[config.mk]
export PLATFORM = sky130hd
export DESIGN_NAME = pov_column_fetcher
export DESIGN_NICKNAME = d
export VERILOG_FILES = /design/src/rtl/pov_fetch_pkg.sv /design/src/rtl/pov_fetch_fifo.sv /design/src/rtl/pov_column_fetcher.sv
export SDC_FILE = /design/constraint.sdc
export NUM_CORES = 1
export LEC_CHECK = 0
export BUFFER_PORTS_ARGS = -buffer_cell sky130_fd_sc_hd__buf_4
export CORE_UTILIZATION = 50
export CTS_CLUSTER_SIZE = 16
export DETAILED_ROUTE_END_ITERATION = 6
export PLACE_DENSITY = 0.7
export SETUP_SLACK_MARGIN = 0.4
export SYNTH_ARGS = -nofsm -noshare
export SYNTH_HDL_FRONTEND = slang
export SYNTH_HIERARCHICAL = 1
export SYNTH_SLANG_ARGS = --single-unit
[constraint.sdc]
create_clock -name clk -period 7.83 [get_ports clk]
set_clock_uncertainty 0.2 [all_clocks]
set_input_delay 0.783 -clock clk [delete_from_list [all_inputs] [get_ports clk]]
set_output_delay 0.783 -clock clk [all_outputs]
set_load 0.005 [all_outputs]
[src/rtl/pov_fetch_pkg.sv]
// pov_fetch_pkg
//   Shared definitions for the POV column fetcher:
//   - fetch_state_e : fetcher FSM states (IDLE / ISSUE / DRAIN)
//   - DEF_*         : default parameter values for the fetcher
//   - entry_w/sop_pos/eop_pos : layout of one output FIFO entry,
//                     {eop, sop, data}, with data in the low DATA_W bits.
package pov_fetch_pkg;

  typedef enum logic [1:0] {
    S_IDLE  = 2'd0,
    S_ISSUE = 2'd1,
    S_DRAIN = 2'd2
  } fetch_state_e;

  localparam int DEF_ADDR_W        = 13;
  localparam int DEF_DATA_W        = 32;
  localparam int DEF_WORDS_PER_COL = 8;
  localparam int DEF_NUM_COLS      = 160;
  localparam int DEF_BASE_ADDR     = 0;
  localparam int DEF_FIFO_DEPTH    = 4;
  localparam int DEF_COL_W         = 8;

  // FIFO entry = {eop, sop, data[data_w-1:0]}
  function automatic int entry_w(input int data_w);
    return data_w + 2;
  endfunction

  function automatic int sop_pos(input int data_w);
    return data_w;
  endfunction

  function automatic int eop_pos(input int data_w);
    return data_w + 1;
  endfunction

endpackage

[src/rtl/pov_fetch_fifo.sv]
// pov_fetch_fifo
//   Synchronous show-ahead FIFO: the oldest entry is always visible on
//   `head` while `empty` is low; `pop` consumes it at the clock edge.
//   A push into a full FIFO is accepted only when a pop happens in the
//   same cycle. All flags are registered.
// Ports:
//   clk, reset         : clock, synchronous active-high reset (clears all)
//   push, push_data    : write request and entry
//   pop                : consume head (ignored when empty)
//   head               : oldest entry
//   count, full, empty : occupancy
module pov_fetch_fifo #(
  parameter int WIDTH = 34,
  parameter int DEPTH = 4
) (
  input  logic                    clk,
  input  logic                    reset,
  input  logic                    push,
  input  logic [WIDTH-1:0]        push_data,
  input  logic                    pop,
  output logic [WIDTH-1:0]        head,
  output logic [$clog2(DEPTH):0]  count,
  output logic                    full,
  output logic                    empty
);

  localparam int PTR_W = $clog2(DEPTH);
  localparam int CNT_W = PTR_W + 1;

  logic [WIDTH-1:0] mem [DEPTH];
  logic [PTR_W-1:0] wr_ptr;
  logic [PTR_W-1:0] rd_ptr;
  logic             pop_eff;
  logic             push_eff;
  logic [CNT_W-1:0] count_n;

  always_comb begin
    pop_eff  = pop & ~empty;
    push_eff = push & (~full | pop_eff);
    count_n  = count + CNT_W'(push_eff) - CNT_W'(pop_eff);
  end

  always_ff @(posedge clk) begin
    if (reset) begin
      for (int i = 0; i < DEPTH; i++) mem[i] <= '0;
      wr_ptr <= '0;
      rd_ptr <= '0;
      count  <= '0;
      full   <= 1'b0;
      empty  <= 1'b1;
    end else begin
      if (push_eff) begin
        mem[wr_ptr] <= push_data;
        wr_ptr      <= wr_ptr + PTR_W'(1);
      end
      if (pop_eff) rd_ptr <= rd_ptr + PTR_W'(1);
      count <= count_n;
      empty <= (count_n == '0);
      full  <= (count_n == CNT_W'(DEPTH));
    end
  end

  assign head = mem[rd_ptr];

endmodule

[src/rtl/pov_column_fetcher.sv]
// pov_column_fetcher
//   Avalon-MM read master that fetches one image column (WORDS_PER_COL
//   consecutive 32-bit words) and emits it as one Avalon-ST packet.
//   Reads are pipelined; a read is only issued while the output FIFO has
//   room for every word already in flight, so sink back-pressure can never
//   overflow returned data.
// Ports:
//   clk, reset          : clock, synchronous active-high reset
//   start, column       : column request (accepted only while idle)
//   busy                : column in progress
//   err_range           : one-cycle pulse for an out-of-range column
//   avm_*               : Avalon-MM read master
//   src_*               : Avalon-ST source (valid/ready, sop/eop)
//   dbg_state           : current FSM state
//
// Handshakes: an Avalon-MM read transfers when avm_read=1 and
// avm_waitrequest=0 in the same cycle; address and read are held while
// waitrequest is high. A stream word transfers when src_valid=1 and
// src_ready=1 in the same cycle; src_valid, data and flags never change
// while src_valid=1 and src_ready=0.
module pov_column_fetcher
  import pov_fetch_pkg::*;
#(
  parameter int ADDR_W        = DEF_ADDR_W,
  parameter int DATA_W        = DEF_DATA_W,
  parameter int WORDS_PER_COL = DEF_WORDS_PER_COL,
  parameter int NUM_COLS      = DEF_NUM_COLS,
  parameter int BASE_ADDR     = DEF_BASE_ADDR,
  parameter int FIFO_DEPTH    = DEF_FIFO_DEPTH,
  parameter int COL_W         = DEF_COL_W
) (
  input  logic              clk,
  input  logic              reset,
  input  logic              start,
  input  logic [COL_W-1:0]  column,
  output logic              busy,
  output logic              err_range,
  output logic [ADDR_W-1:0] avm_address,
  output logic              avm_read,
  input  logic              avm_waitrequest,
  input  logic [DATA_W-1:0] avm_readdata,
  input  logic              avm_readdatavalid,
  output logic [DATA_W-1:0] src_data,
  output logic              src_valid,
  input  logic              src_ready,
  output logic              src_startofpacket,
  output logic              src_endofpacket,
  output fetch_state_e      dbg_state
);

  localparam int LOG_W   = $clog2(WORDS_PER_COL);
  localparam int IDX_W   = LOG_W + 1;
  localparam int CNT_W   = $clog2(FIFO_DEPTH) + 1;
  localparam int BASE_W  = COL_W + LOG_W;
  localparam int ENTRY_W = entry_w(DATA_W);
  localparam int SOP_B   = sop_pos(DATA_W);
  localparam int EOP_B   = eop_pos(DATA_W);

  fetch_state_e        state, state_n;
  logic [BASE_W-1:0]   word_base, word_base_n;
  logic [IDX_W-1:0]    issue_idx, issue_idx_n;
  logic [IDX_W-1:0]    rx_idx;
  logic [CNT_W-1:0]    outstanding, outstanding_n;
  logic [CNT_W-1:0]    fifo_count, fifo_count_n;
  logic                fifo_full, fifo_empty;
  logic [ENTRY_W-1:0]  push_entry, head_entry;
  logic                col_ok, accept_start;
  logic                issue_acc, rx_acc, pop_acc, eop_acc;
  logic                read_n;
  logic [31:0]         word_sum;
  logic [ADDR_W-1:0]   addr_n;

  always_comb begin
    col_ok       = 32'(column) < 32'(NUM_COLS);
    accept_start = (state == S_IDLE) && start && col_ok;
    issue_acc    = avm_read & ~avm_waitrequest;
    // Returned data is only meaningful while a column is in progress;
    // anything arriving while idle (e.g. after a reset) is dropped.
    rx_acc       = avm_readdatavalid & (state != S_IDLE);
    pop_acc      = src_valid & src_ready;
    eop_acc      = pop_acc & src_endofpacket;

    outstanding_n = outstanding + CNT_W'(issue_acc) - CNT_W'(rx_acc);
    fifo_count_n  = fifo_count + CNT_W'(rx_acc) - CNT_W'(pop_acc);

    state_n     = state;
    word_base_n = word_base;
    issue_idx_n = issue_idx;

    case (state)
      S_IDLE: begin
        if (accept_start) begin
          state_n     = S_ISSUE;
          word_base_n = {column, {LOG_W{1'b0}}};
          issue_idx_n = '0;
        end
      end
      S_ISSUE: begin
        if (issue_acc) begin
          issue_idx_n = issue_idx + IDX_W'(1);
          if (issue_idx == IDX_W'(WORDS_PER_COL - 1)) state_n = S_DRAIN;
        end
      end
      S_DRAIN: begin
        if (eop_acc) state_n = S_IDLE;
      end
      default: state_n = S_IDLE;
    endcase

    // A stalled request is held regardless of credits: while it waits,
    // FIFO + outstanding can only shrink, so its credit stays reserved.
    read_n = (state_n == S_ISSUE) &&
             ((avm_read && avm_waitrequest) ||
              ((32'(fifo_count_n) + 32'(outstanding_n)) < 32'(FIFO_DEPTH)));

    word_sum = 32'(word_base_n) + 32'(issue_idx_n);
    addr_n   = (state_n == S_ISSUE) ?
               ADDR_W'(32'(BASE_ADDR) + (word_sum << 2)) : avm_address;

    push_entry = {(rx_idx == IDX_W'(WORDS_PER_COL - 1)),
                  (rx_idx == '0),
                  avm_readdata};
  end

  always_ff @(posedge clk) begin
    if (reset) begin
      state       <= S_IDLE;
      word_base   <= '0;
      issue_idx   <= '0;
      rx_idx      <= '0;
      outstanding <= '0;
      busy        <= 1'b0;
      err_range   <= 1'b0;
      avm_read    <= 1'b0;
      avm_address <= ADDR_W'(BASE_ADDR);
    end else begin
      state       <= state_n;
      word_base   <= word_base_n;
      issue_idx   <= issue_idx_n;
      outstanding <= outstanding_n;
      busy        <= (state_n != S_IDLE);
      err_range   <= (state == S_IDLE) && start && !col_ok;
      avm_read    <= read_n;
      avm_address <= addr_n;
      if (accept_start)  rx_idx <= '0;
      else if (rx_acc)   rx_idx <= rx_idx + IDX_W'(1);
      // The credit rule must make an overflowing push impossible.
      assert (!(rx_acc && fifo_full && !pop_acc));
    end
  end

  pov_fetch_fifo #(
    .WIDTH (ENTRY_W),
    .DEPTH (FIFO_DEPTH)
  ) u_fifo (
    .clk       (clk),
    .reset     (reset),
    .push      (rx_acc),
    .push_data (push_entry),
    .pop       (src_ready),
    .head      (head_entry),
    .count     (fifo_count),
    .full      (fifo_full),
    .empty     (fifo_empty)
  );

  assign src_valid         = ~fifo_empty;
  assign src_data          = head_entry[DATA_W-1:0];
  assign src_startofpacket = head_entry[SOP_B];
  assign src_endofpacket   = head_entry[EOP_B];
  assign dbg_state         = state;

endmodule

==> impl_metrics.yaml, run 1 <==
timing:
  finalHoldViolations: 0
  tightest_slew_ns: 0.960
  slew_violations: 0
  finalSetupTns_ns: 0
  period_minus_slack_ns: 3.36
  setup_viol: 0
  grt_setup_unrepaired: "no"
  max_freq_mhz: 297
  slew_headroom_pct: 36.0
  period_share_pct: 42.9
  setup_ws_ns: 4.47
layout:
  final_nets: 779
  antenna_cells: 0
  final_cell_mix: "and2_1 (143), edfxtp_1 (136), buf_4 (104)"
  mostFrequentLayoutCell: "and2_1"
  drive_above_1_share_pct: 26.4
  fill_cells: 1330
  syn_to_final_growth_pct: 18.3
min_path:
  hold_class: "register to register"
  worstHoldStart: "word_base[3]$_SDFF_PP0_"
  whs_endpoint: "word_base[3]$_SDFF_PP0_"
  hold_depth: 2
global_route:
  grt_util_met1_pct: 25.2
  antenna_found_initial: 0
  top_usage_layer: "met2"
  grt_remaining_overflow: 0
  grt_util_met2_pct: 36.7
  grt_max_degree: 50
  grt_pass1_vias: 5436
  grt_pass1_wl_um: 27700
  global_route.usage.met3_pct: 4.04
  grt_usage_pct: 20.7
cts:
  clk_path_buf_depth: 2
  cts_setup_buffers: 0
  cts_tree: "yes"
  cts_buffers: 17
  clk_latency_ns: 0.42
  clock_sinks: 185
  post_cts_resized: 0
  htree_levels: 4
  cts_hold_buf: 0
  clk_pin_slew_worst_paths_ns: 0.07
  root_buffer: "clkbuf_16"
routing:
  vias: 5136
  first_pass_iters: 5
  drt_iter0_markers: 289
  ant_nets: 0
  wl_per_cell_um: 18.0
  drc: 0
  drt-total-wl_um: 17100
  vias_per_cell: 5.42
place:
  dp_hpwl_um: 10600
  gp_congestion: 0.848
  port-buffer-count: 96
  dp_slack_ns: 4.06
synth:
  yosys_register_bits: 185
  synth-async-reset-ratio_pct: 0
  synth_edf_count: 136
  netlist_area_mm2: 0.00848
  syn_inst: 621
  ys_seq_area_share_pct: 59.7
  synthDistinctLibCells: 60
  syn_avg_cell_area_um2: 13.7
  yosysWarnings: 6
  synth_ff_type: "edfxtp_1"
worst_setup_path:
  cp_cell_sequence: "buf_4, o21ai_0, nand2_2, nand2_1, mux2_2, inv_1, ha_1, a21o_1, a31oi_1, a21oi_1, xor2_1, a211oi_1"
  timing.rr.start: "dbg_state[1]$_SDFF_PP0_"
  crit_path_max_fanout: 18
  critPathArrivalTime_ns: 3.50
  cp-startpoint: "column[5]"
  cp_num_buf_inv: 2
  slowest_delay_ns: 0.47
  path_delay_family: "compound AO/OA/AOI/OAI gates"
  regToRegEndpoint: "avm_read$_SDFF_PP0_"
  reg2reg_slack_ns: 4.59
  critPathKind: "input pin to register"
  start_kind: "input pin"
  endpoint_kind: "register"
  reg2regPathDepth: 12
  crit_required_ns: 7.97
  crit_slowest_cell: "o21ai_0"
pwr:
  powerDensity_mw_per_mm2: 245
  power_leakage_nw: 3.89
  vdd.ir_drop.worst_uv: 157
  finalPower_mw: 2.46
floorplan:
  ioPinCount: 99
  fp.dieW_um: 132
  initial_core_util_pct: 51.1
  die_area_mm2: 0.0175
  core_mm2: 0.0166
  row_count: 47
  dieHeight_um: 132
status:
  outcome: "finished, final reports clean"
run:
  cap_violations: 0
registers in the layout, summed over array words and instances (netlist names), named ones only:
name           cells
avm_address       11
avm_read           1
busy               1
dbg_state          2
err_range          1
issue_idx          4
outstanding        3
rx_idx             4
u_fifo/count       3
u_fifo/empty       1
u_fifo/full        1
u_fifo/mem       136
u_fifo/rd_ptr      2
u_fifo/wr_ptr      2
word_base         11
cell type report:
cell class                 instances  area [um2]  area share [%]
multi-input combinational        383        3220            32.1
clock buffer                      17         425            4.24
clock inverter                    15         179            1.78
tap                              220         275            2.74
inverter                          23        86.3           0.861
timing repair buffer             104         781            7.78
sequential                       185        5070            50.5
metal layers:
metal	up-vias	share of wire, %
met4	0	1.7
met1	2572	43
li1	2428	-
met3	20	3.5
met2	116	52
met5	-	0
cell usage after synthesis (9+ instances only):
cell	count	area, um2
a21oi_1	18	90.1
and2_1	143	895
clkbuf_1	17	63.8
dfxtp_1	49	981
edfxtp_1	136	4080
ha_1	15	188
inv_1	23	86.3
mux4_2	34	766
nand2_1	23	86.3
nor2_1	24	90.1
nor2b_1	9	56.3
worst max-delay path by stage:
stage                                     end  slack (ns)  cells past startpoint
6_report         avm_address[11]$_SDFFE_PP0P_        4.47                     12
5_1_grt          avm_address[11]$_SDFFE_PP0P_        4.24                     12
4_1_cts          avm_address[11]$_SDFFE_PP0P_        4.46                     12
3_5_place_dp     avm_address[11]$_SDFFE_PP0P_        4.06                     12
3_3_place_gp     avm_address[11]$_SDFFE_PP0P_        4.18                     12
2_1_floorplan  u_fifo/mem[0][0]$_SDFFCE_PN0P_        3.25                      5
worst register-to-register path, delay by kind of cell (launching register included):
kind	cells	cell delay [ns]
AOI/OAI and AO/OA	2	0.49
buffers and inverters	2	0.26
and+or+nand+nor	2	0.34
xor gates and xnor gates	2	0.34
DFF	1	0.39
adders and majority gates	4	1.16
where the power goes:
group	total [mW]	internal, mW	switching [mW]
combinational	0.437	0.234	0.202
clock	0.870	0.484	0.386
sequential	1.15	1.11	0.0380
cell families (layout without fill, tap and decap cells):
group	count (synthesis)	in the layout	share of synthesized area [%]
simple gates	240	240	16.6
flops	185	185	59.7
compound gates	63	63	5.61
buf+inv	54	159	2.88
mux	43	43	10.1
fa+ha+maj	19	19	3.16
xor+xnor	16	16	1.81
other cells	1	2	0.0442
through the flow:
| step | instance area, um2 | hold WS (ns) | util (%) | std cells |
|---|---|---|---|---|
| floorplan | 8480 | 0.221 | - | 622 |
| global placement | 9430 | 0.245 | 56.9 | 915 |
| detailed placement | 9430 | 0.244 | 56.9 | 915 |
| CTS | 10000 | 0.264 | 60.5 | 947 |
| global route | 10000 | 0.296 | 60.5 | 947 |
| finish | 10000 | 0.266 | 60.5 | 947 |
Power figures use the tool's default switching activity.
==> inputs of run 2 (changes only) <==
- clock period: 7.83 -> 3.3 ns (I/O delays scaled with it)
==> run 2 against run 1 <==
  * Critical endpoint is now avm_read$_SDFF_PP0_
  * Cell area is 4.7% higher
  * Via count increased by 3.4%
  * Worst setup slack got worse by 4.0 ns
  * Non-clock buffer count rose by 46
  * Core utilization increased by 2.8 points
  * Clock power rose by 110%
  * Largest power group unchanged
  * Sequential share of layout area fell by 2.2 points
  * Count of clock-buffer cells in the layout rose by 1
==> impl_metrics.yaml, run 2 (synthesis results as in run 1) <==
worst_setup_path:
  slowest_delay_ns: 0.38
  crit_path_max_fanout: 7
  reg2regPathDepth: 12
  cp_common_cell: "ha_1"
  crit_required_ns: 3.46
  critPathKind: "register to register"
  endpoint_kind: "register"
  crit_slowest_cell: "dfxtp_4"
  cp_cell_sequence: "o21ai_4, inv_2, ha_1, inv_1, ha_1, fa_2, xnor2_2, xnor2_2, ha_1, nor3_2, a22o_1, and3_1"
  cp_num_cells: 12
  path_delay_family: "adder cells"
  timing.rr.start: "dbg_state[1]$_SDFF_PP0_"
  cp_num_buf_inv: 2
  regToRegEndpoint: "avm_read$_SDFF_PP0_"
  start_kind: "register"
  reg2reg_slack_ns: 0.43
  critPathArrivalTime_ns: 3.03
cts:
  cts_tree: "yes"
  root_buffer: "clkbuf_16"
  clk_path_buf_depth: 2
  cts_buffers: 17
  clk_latency_ns: 0.42
  htree_levels: 4
  clk_pin_slew_worst_paths_ns: 0.07
  clock_sinks: 185
layout:
  final_nets: 825
  largest_register_ffs: 136
  largest_register: "u_fifo/mem"
  antenna_cells: 0
  fin_area_mm2: 0.0105
  drive_above_1_share_pct: 28.2
  final_cell_mix: "and2_1 (143), edfxtp_1 (136), buf_4 (114)"
  final_cells: 993
  mostFrequentLayoutCell: "and2_1"
  fill_cells: 1289
  syn_to_final_growth_pct: 23.9
  top_regs: "u_fifo/mem: 136 flops, avm_address: 11 flops, word_base: 11 flops"
routing:
  wl_per_cell_um: 17.7
  drc: 0
  wl_met1_um: 7530
  ant_nets: 0
  vias_per_cell: 5.35
  wl_met3_um: 596
  dr_wl_met2_um: 9240
  first_pass_iters: 5
  vias: 5310
  drt-total-wl_um: 17500
  drt_iter0_markers: 257
  top_layer: "met4"
timing:
  grt_setup_unrepaired: "yes"
  slew_violations: 0
  setup_viol: 0
  finalHoldViolations: 0
  tightest_slew_ns: 0.829
  whs_ns: 0.0205
  setup_ws_ns: 0.431
  slew_headroom_pct: 44.7
  period_minus_slack_ns: 2.87
  max_freq_mhz: 349
  period_share_pct: 86.9
  finalSetupTns_ns: 0
place:
  dp_slack_ns: 0.167
  dp_hpwl_um: 11000
  place_area_mm2: 0.00954
  placed_cells: 927
  gp_congestion: 0.817
  port-buffer-count: 96
min_path:
  worstHoldStart: "avm_readdata[7]"
  hold_class: "input pin to register"
  whs_endpoint: "u_fifo/mem[3][7]$_DFFE_PP_"
  hold_depth: 2
global_route:
  grt_max_degree: 50
  antenna_found_initial: 0
  grt_usage_pct: 20.6
  grt_remaining_overflow: 0
  grt_pass1_vias: 5483
  grt_pass1_wl_um: 27500
run:
  cap_violations: 0
pwr:
  power_leakage_nw: 4.09
  swShare_pct: 25.8
  power_frac_seq_pct: 48.0
  p_int_mw: 4.24
  vdd.ir_drop.worst_uv: 426
  power_switching_mw: 1.47
  p_comb_share_pct: 20.1
  powerDensity_mw_per_mm2: 544
  clockPowerShare_pct: 31.9
floorplan:
  fp.dieW_um: 132
  dieHeight_um: 132
  initial_core_util_pct: 51.1
  core_mm2: 0.0166
  ioPinCount: 99
  die_area_mm2: 0.0175
  row_count: 47
status:
  outcome: "finished, final reports clean"
==> run 2: how the worst max path moves through the flow <==
stage	start	to	slack, ns
2_1_floorplan	dbg_state[1]$_SDFF_PP0_	u_fifo/mem[0][0]$_SDFFCE_PN0P_	-0.04
3_3_place_gp	dbg_state[1]$_SDFF_PP0_	avm_read$_SDFF_PP0_	0.34
3_5_place_dp	dbg_state[1]$_SDFF_PP0_	avm_read$_SDFF_PP0_	0.17
4_1_cts	dbg_state[1]$_SDFF_PP0_	avm_read$_SDFF_PP0_	0.39
5_1_grt	dbg_state[1]$_SDFF_PP0_	avm_read$_SDFF_PP0_	0.34
6_report	dbg_state[1]$_SDFF_PP0_	avm_read$_SDFF_PP0_	0.43
==> run 2: per-stage QoR <==
| step | total power, mW | util (%) |
|---|---|---|
| 4_1_cts | 5.72 | 62.8 |
| 3_5_place_dp | 3.86 | 57.5 |
| 6_report | 5.72 | 63.3 |
| 2_1_floorplan | 3.44 | - |
| 3_3_place_gp | 3.83 | 57.5 |
| 5_1_grt | 5.96 | 63.3 |
==> run 2: worst register-to-register path, delay by kind of cell, from the launching register on <==
family,cells,cell delay [ns]
AOI/OAI and AO/OA,2,0.31
adders and majority gates,4,1.15
buffers and inverters,2,0.13
DFF,1,0.38
xor gates and xnor gates,2,0.31
and+or+nand+nor,2,0.33
==> run 2: repair_timing <==
item                       4_1_cts  5_1_grt
setup endpoints to repair        5        8
hold endpoints to repair        90        0
setup buffers                    1        0
hold buffers                    33        0
pin swaps                        1        2
gates resized for setup          6       17
==> run 2: power groups by stage <==
stage | Clock (mW) | Sequential (mW) | Combinational [mW]
finish | 1.82 | 2.75 | 1.15
global route | 1.95 | 2.77 | 1.25
CTS | 1.86 | 2.75 | 1.11
detailed placement | 0 | 2.80 | 1.06
global placement | 0 | 2.79 | 1.04
floorplan | 0 | 2.75 | 0.689
==> run 2: routing by layer <==
| metal | up-vias | track usage [%] |
|---|---|---|
| met5 | - | 0 |
| met4 | 0 | 7.22 |
| met3 | 12 | 3.54 |
| met2 | 115 | 36.6 |
| met1 | 2670 | 25.2 |
| li1 | 2513 | - |
==> run 2: final cells by class <==
cell class / instances / area, um2 / area share [%]
clock buffers: 18 / 429 / 4.09
repair buffers: 150 / 1240 / 11.8
clock inverters: 14 / 97.6 / 0.929
flip-flops and latches: 185 / 5070 / 48.3
well taps: 220 / 275 / 2.62
inverters: 23 / 86.3 / 0.822
multi-input cells: 383 / 3310 / 31.5
